$ cat config.mk
export PLATFORM = sky130hd
export DESIGN_NAME = mac_mgnt_sched_flat
export DESIGN_NICKNAME = d
export VERILOG_FILES = /design/src/rtl/mac_mgnt_pkg.sv /design/src/rtl/mac_mgnt_sched_if.sv /design/src/rtl/mac_mgnt_poll_seq.sv /design/src/rtl/mac_mgnt_sched.sv /design/src/flat_wrapper.sv
export SDC_FILE = /design/constraint.sdc
export NUM_CORES = 1
export LEC_CHECK = 0
export CAP_MARGIN = 40
export CORE_AREA = 2 2 101 127
export DETAILED_ROUTE_END_ITERATION = 7
export DIE_AREA = 0 0 103 129
export PLACE_DENSITY = 0.62
export SLEW_MARGIN = 15
export SYNTH_ARGS = -nofsm -noshare
export SYNTH_HDL_FRONTEND = slang
export SYNTH_HIERARCHICAL = 1
export SYNTH_SLANG_ARGS = --single-unit
$ cat constraint.sdc
create_clock -name clk -period 3.1 [get_ports clk]
set_input_delay 0.775 -clock clk [delete_from_list [all_inputs] [get_ports clk]]
set_output_delay 0.775 -clock clk [all_outputs]
set_load 0.02 [all_outputs]
$ cat src/rtl/mac_mgnt_pkg.sv
// mac_mgnt_pkg: shared types and defaults for the MAC management scheduler
package mac_mgnt_pkg;
    typedef enum logic [1:0] {IDLE, ISSUE, WAIT, DONE} state_t;
    typedef enum logic {REQ_HOST, REQ_POLL} req_t;
    localparam int DEF_TIMEOUT = 63;
    localparam int DEF_POLL_PERIOD = 125000;
endpackage

$ cat src/rtl/mac_mgnt_sched_if.sv
// mac_mgnt_sched_if: host, poller-result and per-port MAC register bus signals
interface mac_mgnt_sched_if #(
    parameter int NPORT = 4,
    parameter int PW = 2
);
    logic host_req_valid, host_req_ready, host_req_wr;
    logic [PW-1:0] host_req_port;
    logic [7:0] host_req_addr;
    logic host_resp_valid, host_resp_err;
    logic [7:0] host_resp_data;
    logic poll_en, poll_valid, poll_err;
    logic [PW-1:0] poll_port;
    logic [7:0] poll_addr, poll_data;
    logic [NPORT-1:0] sys_req_valid, sys_resp_valid;
    logic sys_req_wr;
    logic [7:0] sys_req_addr;
    logic [NPORT*8-1:0] sys_resp_data;
    modport master (
        input host_req_valid, host_req_wr, host_req_port, host_req_addr, poll_en,
              sys_resp_valid, sys_resp_data,
        output host_req_ready, host_resp_valid, host_resp_data, host_resp_err,
               poll_valid, poll_port, poll_addr, poll_data, poll_err,
               sys_req_valid, sys_req_wr, sys_req_addr
    );
    modport slave (
        output host_req_valid, host_req_wr, host_req_port, host_req_addr, poll_en,
               sys_resp_valid, sys_resp_data,
        input host_req_ready, host_resp_valid, host_resp_data, host_resp_err,
              poll_valid, poll_port, poll_addr, poll_data, poll_err,
              sys_req_valid, sys_req_wr, sys_req_addr
    );
endinterface

$ cat src/rtl/mac_mgnt_poll_seq.sv
// mac_mgnt_poll_seq: periodic sweep generator walking every port/register pair
module mac_mgnt_poll_seq import mac_mgnt_pkg::*; #(
    parameter int NPORT = 4,
    parameter int PW = 2,
    parameter logic [7:0] POLL_BASE = 8'h00,
    parameter int POLL_CNT = 4,
    parameter int POLL_PERIOD = DEF_POLL_PERIOD
) (
    input  logic clk,
    input  logic rstn_sys,
    input  logic poll_en,
    input  logic item_take,
    input  logic sweep_abort,
    output logic item_valid,
    output logic [PW-1:0] item_port,
    output logic [7:0] item_addr
);
    localparam int CW = $clog2(POLL_PERIOD + 1);
    logic [CW-1:0] cnt;
    logic [7:0] idx;
    logic sweep_pend, wrap, last_idx, last_port;
    assign wrap = poll_en && cnt == CW'(POLL_PERIOD - 1);
    assign last_idx = idx == 8'(POLL_CNT - 1);
    assign last_port = item_port == PW'(NPORT - 1);
    assign item_valid = sweep_pend;
    assign item_addr = POLL_BASE + idx;
    // a wrap while a sweep is still running is dropped, never queued
    always_ff @(posedge clk or negedge rstn_sys) begin
        if (!rstn_sys) begin
            cnt <= '0;
            idx <= '0;
            item_port <= '0;
            sweep_pend <= 1'b0;
        end else begin
            cnt <= (!poll_en || wrap) ? '0 : cnt + 1'b1;
            if (sweep_abort) begin
                sweep_pend <= 1'b0;
                idx <= '0;
                item_port <= '0;
            end else if (item_take) begin
                idx <= last_idx ? '0 : idx + 1'b1;
                if (last_idx) item_port <= last_port ? '0 : item_port + 1'b1;
                if (last_idx && last_port) sweep_pend <= 1'b0;
            end else if (wrap) begin
                sweep_pend <= 1'b1;
            end
        end
    end
endmodule

$ cat src/rtl/mac_mgnt_sched.sv
// mac_mgnt_sched: one-at-a-time arbiter of MAC register access for host and stats poller
module mac_mgnt_sched import mac_mgnt_pkg::*; #(
    parameter int NPORT = 4,
    parameter int PW = 2,
    parameter int TIMEOUT = DEF_TIMEOUT,
    parameter logic [7:0] POLL_BASE = 8'h00,
    parameter int POLL_CNT = 4,
    parameter int POLL_PERIOD = DEF_POLL_PERIOD
) (
    input logic clk,
    input logic rstn_sys,
    mac_mgnt_sched_if.master bus
);
    localparam int TW = $clog2(TIMEOUT + 1);
    state_t state;
    req_t req;
    logic [PW-1:0] sel, item_port, gport;
    logic [7:0] addr, item_addr, gaddr, rdata, fin_data;
    logic wr, last_host, item_valid, grant_host, grant_poll, go_issue, legal;
    logic hit, tmo, fin, fin_err, to_host;
    logic [TW-1:0] timer;
    logic [2**PW-1:0] legal_map;

    for (genvar i = 0; i < 2**PW; i++) begin : g_legal
        assign legal_map[i] = i < NPORT;
    end

    mac_mgnt_poll_seq #(
        .NPORT(NPORT), .PW(PW), .POLL_BASE(POLL_BASE),
        .POLL_CNT(POLL_CNT), .POLL_PERIOD(POLL_PERIOD)
    ) u_poll (
        .clk(clk),
        .rstn_sys(rstn_sys),
        .poll_en(bus.poll_en),
        .item_take(grant_poll),
        .sweep_abort(!bus.poll_en),
        .item_valid(item_valid),
        .item_port(item_port),
        .item_addr(item_addr)
    );

    // with both pending, whoever was not served last wins
    assign grant_host = state == IDLE && bus.host_req_valid && (!item_valid || !last_host);
    assign grant_poll = state == IDLE && item_valid && !grant_host;
    assign bus.host_req_ready = grant_host;
    assign legal = legal_map[bus.host_req_port];
    assign go_issue = grant_poll || (grant_host && legal);
    assign gport = grant_host ? bus.host_req_port : item_port;
    assign gaddr = grant_host ? bus.host_req_addr : item_addr;
    assign hit = state == WAIT && bus.sys_resp_valid[sel];
    assign rdata = bus.sys_resp_data[sel*8 +: 8];
    assign tmo = state == WAIT && timer == TW'(TIMEOUT - 1);
    assign fin = (state == ISSUE && wr) || hit || tmo || (grant_host && !legal);
    assign fin_data = hit ? rdata : 8'h00;
    assign fin_err = (tmo && !hit) || state == IDLE;
    assign to_host = state == IDLE || req == REQ_HOST;

    always_ff @(posedge clk or negedge rstn_sys) begin
        if (!rstn_sys) begin
            state <= IDLE;
            req <= REQ_HOST;
            sel <= '0;
            addr <= 8'h00;
            wr <= 1'b0;
            last_host <= 1'b0;
            timer <= '0;
            bus.host_resp_valid <= 1'b0;
            bus.host_resp_data <= 8'h00;
            bus.host_resp_err <= 1'b0;
            bus.poll_valid <= 1'b0;
            bus.poll_port <= '0;
            bus.poll_addr <= 8'h00;
            bus.poll_data <= 8'h00;
            bus.poll_err <= 1'b0;
            bus.sys_req_valid <= '0;
            bus.sys_req_wr <= 1'b0;
            bus.sys_req_addr <= 8'h00;
        end else begin
            bus.host_resp_valid <= fin && to_host;
            bus.host_resp_data <= fin && to_host ? fin_data : 8'h00;
            bus.host_resp_err <= fin && to_host && fin_err;
            bus.poll_valid <= fin && !to_host;
            bus.poll_port <= fin && !to_host ? sel : '0;
            bus.poll_addr <= fin && !to_host ? addr : 8'h00;
            bus.poll_data <= fin && !to_host ? fin_data : 8'h00;
            bus.poll_err <= fin && !to_host && fin_err;
            bus.sys_req_valid <= go_issue ? NPORT'(1) << gport : '0;
            bus.sys_req_wr <= go_issue && grant_host && bus.host_req_wr;
            bus.sys_req_addr <= go_issue ? gaddr : 8'h00;
            timer <= state == WAIT ? timer + 1'b1 : '0;
            unique case (state)
                IDLE: if (grant_host || grant_poll) begin
                    req <= grant_host ? REQ_HOST : REQ_POLL;
                    sel <= gport;
                    addr <= gaddr;
                    wr <= grant_host && bus.host_req_wr;
                    last_host <= grant_host;
                    state <= go_issue ? ISSUE : DONE;
                end
                ISSUE: state <= wr ? DONE : WAIT;
                WAIT: if (hit || tmo) state <= DONE;
                DONE: state <= IDLE;
                default: state <= IDLE;
            endcase
        end
    end
endmodule
$ cat src/flat_wrapper.sv
// flat-port wrapper written by rule: the top's interface ports become plain ports
module mac_mgnt_sched_flat import mac_mgnt_pkg::*;
#(
    parameter int NPORT = 4,
    parameter int PW = 2,
    parameter int TIMEOUT = DEF_TIMEOUT,
    parameter logic [7:0] POLL_BASE = 8'h00,
    parameter int POLL_CNT = 4,
    parameter int POLL_PERIOD = DEF_POLL_PERIOD
)
  (clk, rstn_sys, bus_host_req_valid, bus_host_req_wr, bus_host_req_port, bus_host_req_addr, bus_poll_en, bus_sys_resp_valid, bus_sys_resp_data, bus_host_req_ready, bus_host_resp_valid, bus_host_resp_data, bus_host_resp_err, bus_poll_valid, bus_poll_port, bus_poll_addr, bus_poll_data, bus_poll_err, bus_sys_req_valid, bus_sys_req_wr, bus_sys_req_addr);
  mac_mgnt_sched_if #(.NPORT(NPORT), .PW(PW)) bus_i ();
  input logic clk;
  input logic rstn_sys;
  input wire logic [$bits(bus_i.host_req_valid)-1:0] bus_host_req_valid;
  input wire logic [$bits(bus_i.host_req_wr)-1:0] bus_host_req_wr;
  input wire logic [$bits(bus_i.host_req_port)-1:0] bus_host_req_port;
  input wire logic [$bits(bus_i.host_req_addr)-1:0] bus_host_req_addr;
  input wire logic [$bits(bus_i.poll_en)-1:0] bus_poll_en;
  input wire logic [$bits(bus_i.sys_resp_valid)-1:0] bus_sys_resp_valid;
  input wire logic [$bits(bus_i.sys_resp_data)-1:0] bus_sys_resp_data;
  output wire logic [$bits(bus_i.host_req_ready)-1:0] bus_host_req_ready;
  output wire logic [$bits(bus_i.host_resp_valid)-1:0] bus_host_resp_valid;
  output wire logic [$bits(bus_i.host_resp_data)-1:0] bus_host_resp_data;
  output wire logic [$bits(bus_i.host_resp_err)-1:0] bus_host_resp_err;
  output wire logic [$bits(bus_i.poll_valid)-1:0] bus_poll_valid;
  output wire logic [$bits(bus_i.poll_port)-1:0] bus_poll_port;
  output wire logic [$bits(bus_i.poll_addr)-1:0] bus_poll_addr;
  output wire logic [$bits(bus_i.poll_data)-1:0] bus_poll_data;
  output wire logic [$bits(bus_i.poll_err)-1:0] bus_poll_err;
  output wire logic [$bits(bus_i.sys_req_valid)-1:0] bus_sys_req_valid;
  output wire logic [$bits(bus_i.sys_req_wr)-1:0] bus_sys_req_wr;
  output wire logic [$bits(bus_i.sys_req_addr)-1:0] bus_sys_req_addr;
  assign bus_i.host_req_valid = bus_host_req_valid;
  assign bus_i.host_req_wr = bus_host_req_wr;
  assign bus_i.host_req_port = bus_host_req_port;
  assign bus_i.host_req_addr = bus_host_req_addr;
  assign bus_i.poll_en = bus_poll_en;
  assign bus_i.sys_resp_valid = bus_sys_resp_valid;
  assign bus_i.sys_resp_data = bus_sys_resp_data;
  assign bus_host_req_ready = bus_i.host_req_ready;
  assign bus_host_resp_valid = bus_i.host_resp_valid;
  assign bus_host_resp_data = bus_i.host_resp_data;
  assign bus_host_resp_err = bus_i.host_resp_err;
  assign bus_poll_valid = bus_i.poll_valid;
  assign bus_poll_port = bus_i.poll_port;
  assign bus_poll_addr = bus_i.poll_addr;
  assign bus_poll_data = bus_i.poll_data;
  assign bus_poll_err = bus_i.poll_err;
  assign bus_sys_req_valid = bus_i.sys_req_valid;
  assign bus_sys_req_wr = bus_i.sys_req_wr;
  assign bus_sys_req_addr = bus_i.sys_req_addr;
  mac_mgnt_sched #(.NPORT(NPORT), .PW(PW), .TIMEOUT(TIMEOUT), .POLL_BASE(POLL_BASE), .POLL_CNT(POLL_CNT), .POLL_PERIOD(POLL_PERIOD)) u_core (.clk(clk), .rstn_sys(rstn_sys), .bus(bus_i));
endmodule
# Word-level counts from Yosys, hierarchy flattened
# Index checks and enable logic that the tools add are counted.
[classes]
add_sub_neg = 4
mul = 0
n_div = 0
magnitude_cmp = 2
n_eq_ne = 13
n_shift = 2
mux = 32
bitwise_logic = 1
reduce_logical = 41
[ops]
columns = ["op", "count"]
rows = [
  ["2-to-1 mux 8 bit", 9],
  ["variable part select 32 x 6 -> 8 bit", 1],
  ["logical AND 1 bit", 19],
  ["2-to-1 mux 2 bit", 9],
  ["adder 17 x 1 -> 17 bit (second input constant)", 1],
  ["== test 17 bit (second input constant)", 1],
  ["2-to-1 mux 17 bit", 1],
  ["logical OR 1 bit", 10],
  ["adder 8 x 1 -> 8 bit (second input constant)", 1],
  ["== test 8 x 2 -> 1 bit (second input constant)", 1],
  ["2-to-1 mux 1 bit", 8],
  ["one-hot mux 2 bit (4 select lines)", 1],
  ["AND reduction 2 bit", 4],
  ["zero test 1 bit", 7],
  ["adder 6 x 1 -> 6 bit (second input constant)", 1],
  ["== test 2 bit (second input constant)", 3],
  ["== test 6 bit (second input constant)", 1],
  ["< comparator 2 x 3 -> 1 bit (second input constant)", 2],
  ["2-to-1 mux 6 bit", 1],
  ["binary-select mux 1 bit (select 2 bit)", 2],
  ["2-to-1 mux 4 bit", 1],
  ["inequality test 2 x 1 -> 1 bit (second input constant)", 2],
  ["inequality test 2 bit (second input constant)", 2],
  ["left shift 1 x 2 -> 4 bit (first input constant)", 1],
  ["other kinds (6)", 6],
]
[word_totals]
reg_bits = 92
latch_bits = 0
mem_bits_rw = 0
romBits = 0
input_bits = 51
out_inout_bits = 44
elab_cells = 117
n_memories = 0

# Logic depth before layout (Yosys ltp)
[logic_depth]
ltp_word = 9
ltp_mapped = 11
ltp_nobuf = 8

# Modules after synthesis
# Netlist, hierarchy kept.
[modules_own_cells]
columns = ["module", "n_inst", "cells_each", "area_each_um2", "seq_area_each_um2"]
rows = [
  ["mac_mgnt_sched", 1, 229, 2710.1, 1601.5],
  ["mac_mgnt_poll_seq", 1, 143, 1451.4, 700.7],
]

# Worst setup path after synthesis
# No wires, ideal clock.
[synth_path]
path_kind = "register -> output"
startpoint = "reg u_core.state[0]"
endpoint = "out bus_host_req_ready"
t_arrival_ns = 1.533
required_ns = 2.325
slack_ns = 0.792
stages_incl_launch_ff = 8
cell_sequence = "dfrtp_1 inv_1 ha_1 clkbuf_1 nand2_1 a21oi_1 buf_2 buf_4"
[synth_between]
elab_chain_len = 3
[synth_lines]
columns = ["element", "line", "text"]
rows = [
  ["from (decl)", "mac_mgnt_sched.sv:15", "state_t state;"],
  ["from (signal assigned)", "mac_mgnt_sched.sv:98", "state <= go_issue ? ISSUE : DONE;"],
  ["from (signal assigned)", "mac_mgnt_sched.sv:100", "ISSUE: state <= wr ? DONE : WAIT;"],
  ["zero test 2 bit", "mac_mgnt_sched.sv:43", "assign grant_host = state == IDLE && bus.host_req_valid && (!item_valid || !last_host);"],
  ["logical AND 1 bit (2 in series)", "mac_mgnt_sched.sv:43", ""],
  ["to (decl)", "flat_wrapper.sv:22", "output wire logic [$bits(bus_i.host_req_ready)-1:0] bus_host_req_ready;"],
]
# Every way passes these cells.

# Final worst setup path
[layout_path]
startpoint = "in bus_host_req_valid"
endpoint = "out bus_host_req_ready"
[layout_between]
elab_chain_len = 2
[layout_lines]
columns = ["element", "line", "text"]
rows = [
  ["from (decl)", "flat_wrapper.sv:15", "input wire logic [$bits(bus_i.host_req_valid)-1:0] bus_host_req_valid;"],
  ["logical AND 1 bit (2 in series)", "mac_mgnt_sched.sv:43", ""],
]
# Every way passes these cells.

==> results.json <==
{
  "ir_drop_mv": 0.239,
  "synth_cells": 372,
  "clock_path_buffers": 2,
  "maxSlewViolCount": 0,
  "rsz0062_at_grt": "no",
  "die_w_um": 103,
  "worstSetupEndpointType": "primary output",
  "synth_edf_count": 0,
  "h-tree-depth": 3,
  "grt_pass1_vias": 3106,
  "synthArstFlopShare_pct": 100,
  "grt_pass1_wl_um": 15100,
  "gp_congestion": 0.773,
  "grt_max_degree": 50,
  "finalWirelength_um": 9600,
  "num_vias": 3081,
  "outcome": "finished clean",
  "slowest_delay_ns": 0.65,
  "cts_root_buffer": "clkbuf_16",
  "clock-sinks": 92,
  "hp-class": "primary input to asynchronous set/reset pin",
  "startpoint_type": "primary input",
  "synth_seq_cells": 92,
  "hold_viol_final": 0,
  "timing.setup.tns_ns": 0,
  "startpoint": "bus_host_req_valid",
  "portBuffers": 94,
  "antenna_found_initial": 0,
  "ys.flop_type": "dfrtp_1",
  "hold_ws_ns": 0.473,
  "initial_utilization_pct": 34.5,
  "grt_usage_pct": 14.9,
  "setup_viol": 0,
  "yosys_warnings": 6,
  "crit_type": "primary input to primary output",
  "numCtsBuffers": 9,
  "dp_hpwl_um": 7030,
  "min_period_ns": 2.99,
  "rr_endpoint": "u_core/u_poll/item_port[1]$_DFFE_PN0P_",
  "clock_latency_ns": 0.34,
  "final_layout_size_suffix_gt1_share_pct": 9.09,
  "ios": 95,
  "routedWlPerCell_um": 15.1,
  "postCtsSetupBuffers": 0,
  "worst_path_max_delay_cell": "clkdlybuf4s50_1",
  "synth_area_leader_cell": "dfrtp_1",
  "worst_slew_pin_slew_ns": 0.658,
  "syn_area_um2": 4160,
  "endpoint": "bus_host_req_ready",
  "grt-ovfl-total": 0,
  "path_clk_slew_ns": 0.06,
  "relSlewSlack_pct": 56.1,
  "n_antenna_cell": 0,
  "r2r_cells": 9,
  "powerDensity_nw_per_um2": 602,
  "layout_common_cells": "clkdlybuf4s50_1 (93), dfrtp_1 (92), nand2_1 (36)",
  "dr.first_iter.drc_count": 104,
  "avgSynthCellArea_um2": 11.2,
  "arrival_ns": 2.22,
  "synth_top_area_share_pct": 55.3,
  "rows": 45,
  "nets": 528,
  "ys_top_cells_by_area": "dfrtp_1 (55%), mux4_2 (4.9%), nand2_1 (3.2%)",
  "r2r_setup_slack_ns": 0.90,
  "drt_first_pass_iters": 6,
  "cts_tree": "yes",
  "core_um2": 12000,
  "cp.required_ns": 2.32,
  "routed_via_density": 4.84,
  "fin_crit_sh_pct": 96.6,
  "cts.repair.resized": 0,
  "final_core_util_pct": 46.3,
  "layout_commonest_cell": "clkdlybuf4s50_1",
  "dieArea_um2": 13300,
  "area_growth_pct": 33.9,
  "p_leak_nw": 2.40,
  "r2r_start": "u_core/state[0]$_DFFE_PN0P_",
  "seq_area_frac_synth_pct": 55.3,
  "die_height_um": 129,
  "cap_violations": 0,
  "ctsHoldBuffers": 0,
  "syn-num-nets": 432,
  "fin_skew_ns": 0.00622,
  "synth.distinct_cells": 48,
  "postRouteAntennaNets": 0,
  "max_freq_mhz": 334,
  "critPathMaxFanout": 3,
  "cp_common_cell": "clkdlybuf4s50_1",
  "cp_cell_sequence": "clkdlybuf4s50_1, nand2_1, a21oi_2, clkdlybuf4s50_1",
  "remaining_drc_errors": 0
}
## critical path, delay by kind of cell
kind | cells | cell delay (ns)
buffers and inverters | 2 | 1.14
AOI/OAI and AO/OA | 1 | 0.20
and+or+nand+nor | 1 | 0.10
## metal layers
layer / global-route usage, % / part of all wire [%] / vias up
met1: 16.0 / 40 / 1493
met4: 5.03 / 1.4 / 0
met5: 0 / 0 / -
met2: 27.1 / 51 / 96
met3: 4.67 / 7.1 / 11
li1: - / - / 1481
## flip-flops by register name, indices dropped and copies added (netlist names), 2 cells and up
register and flops:
u_core/addr 8, u_core/u_poll/idx 8, u_core/bus.host_resp_data 8, u_core/state 2, u_core/bus.sys_req_valid 4, u_core/sel 2, u_core/bus.sys_req_addr 8, u_core/timer 6
u_core/bus.poll_addr 8, u_core/u_poll/item_port 2, u_core/u_poll/cnt 17, u_core/bus.poll_data 8, u_core/bus.poll_port 2
## stage by stage
step	power, mW	worst slack, ns	cell area, µm²	instances
6_report	3.36	0.105	5570	637
5_1_grt	3.56	0.00870	5570	637
4_1_cts	3.40	0.0761	5570	637
3_5_place_dp	2.36	0.0755	5290	621
3_3_place_gp	2.32	0.0691	5290	621
2_1_floorplan	2.01	0.792	4160	372
## kinds of logic (layout without fill, tap and decap cells)
group                    Yosys count  after routing  share of synthesized area, %
AND/OR/NAND/NOR                  152            152                          19.4
flip-flops                        92             92                          55.3
AO/OA/AOI/OAI                     52             52                          8.27
buffers and inverters             29            130                          3.22
XOR/XNOR                          25             25                          5.26
multiplexers                      13             13                          5.83
adder cells (fa/ha/maj)            9              9                          2.71
## cells in the mapped netlist, drive strengths merged, types with 3 or more instances
cell,instances
a21boi,8
a21oi,6
a31oi,4
and2,21
and3,3
and4,3
buf,9
clkbuf,6
dfrtp,92
ha,9
inv,14
mux2i,4
mux4,9
nand2,37
nand3,10
nand4,7
nor2,36
nor2b,8
nor3,10
nor4,8
o21ai,19
xnor2,14
xor2,11
## cell type report
type                            instances  area [µm²]
Clock buffer                           10         239
Inverter                               14        52.6
Multi-Input combinational cell        251        1730
Tap cell                              164         205
Sequential cell                        92        2300
Clock inverter                          6        48.8
Fill cell                            1161        6480
Timing Repair Buffer                  100         996
## where the power goes
part	internal [mW]	switching, mW
clock network	0.570	0.466
logic	0.426	0.447
registers	1.35	0.0957
total	2.35	1.01
## worst min path at each step
| stage | endpoint | cells after the start | slack (ns) | from |
|---|---|---|---|---|
| detailed placement | u_core/bus.poll_addr[0]$_DFF_PN0_ | 1 | 0.47 | u_core/addr[0]$_DFFE_PN0P_ |
| finish | u_core/timer[5]$_DFF_PN0_ | 1 | 0.47 | rstn_sys |
| CTS | u_core/bus.host_resp_data[2]$_DFF_PN0_ | 1 | 0.48 | rstn_sys |
| floorplan | u_core/bus.poll_addr[0]$_DFF_PN0_ | 1 | 0.45 | u_core/addr[0]$_DFFE_PN0P_ |
| global route | u_core/bus.host_resp_data[2]$_DFF_PN0_ | 1 | 0.51 | rstn_sys |
| global placement | u_core/bus.poll_addr[3]$_DFF_PN0_ | 1 | 0.46 | u_core/addr[3]$_DFFE_PN0P_ |
Power figures use the tool's default switching activity.
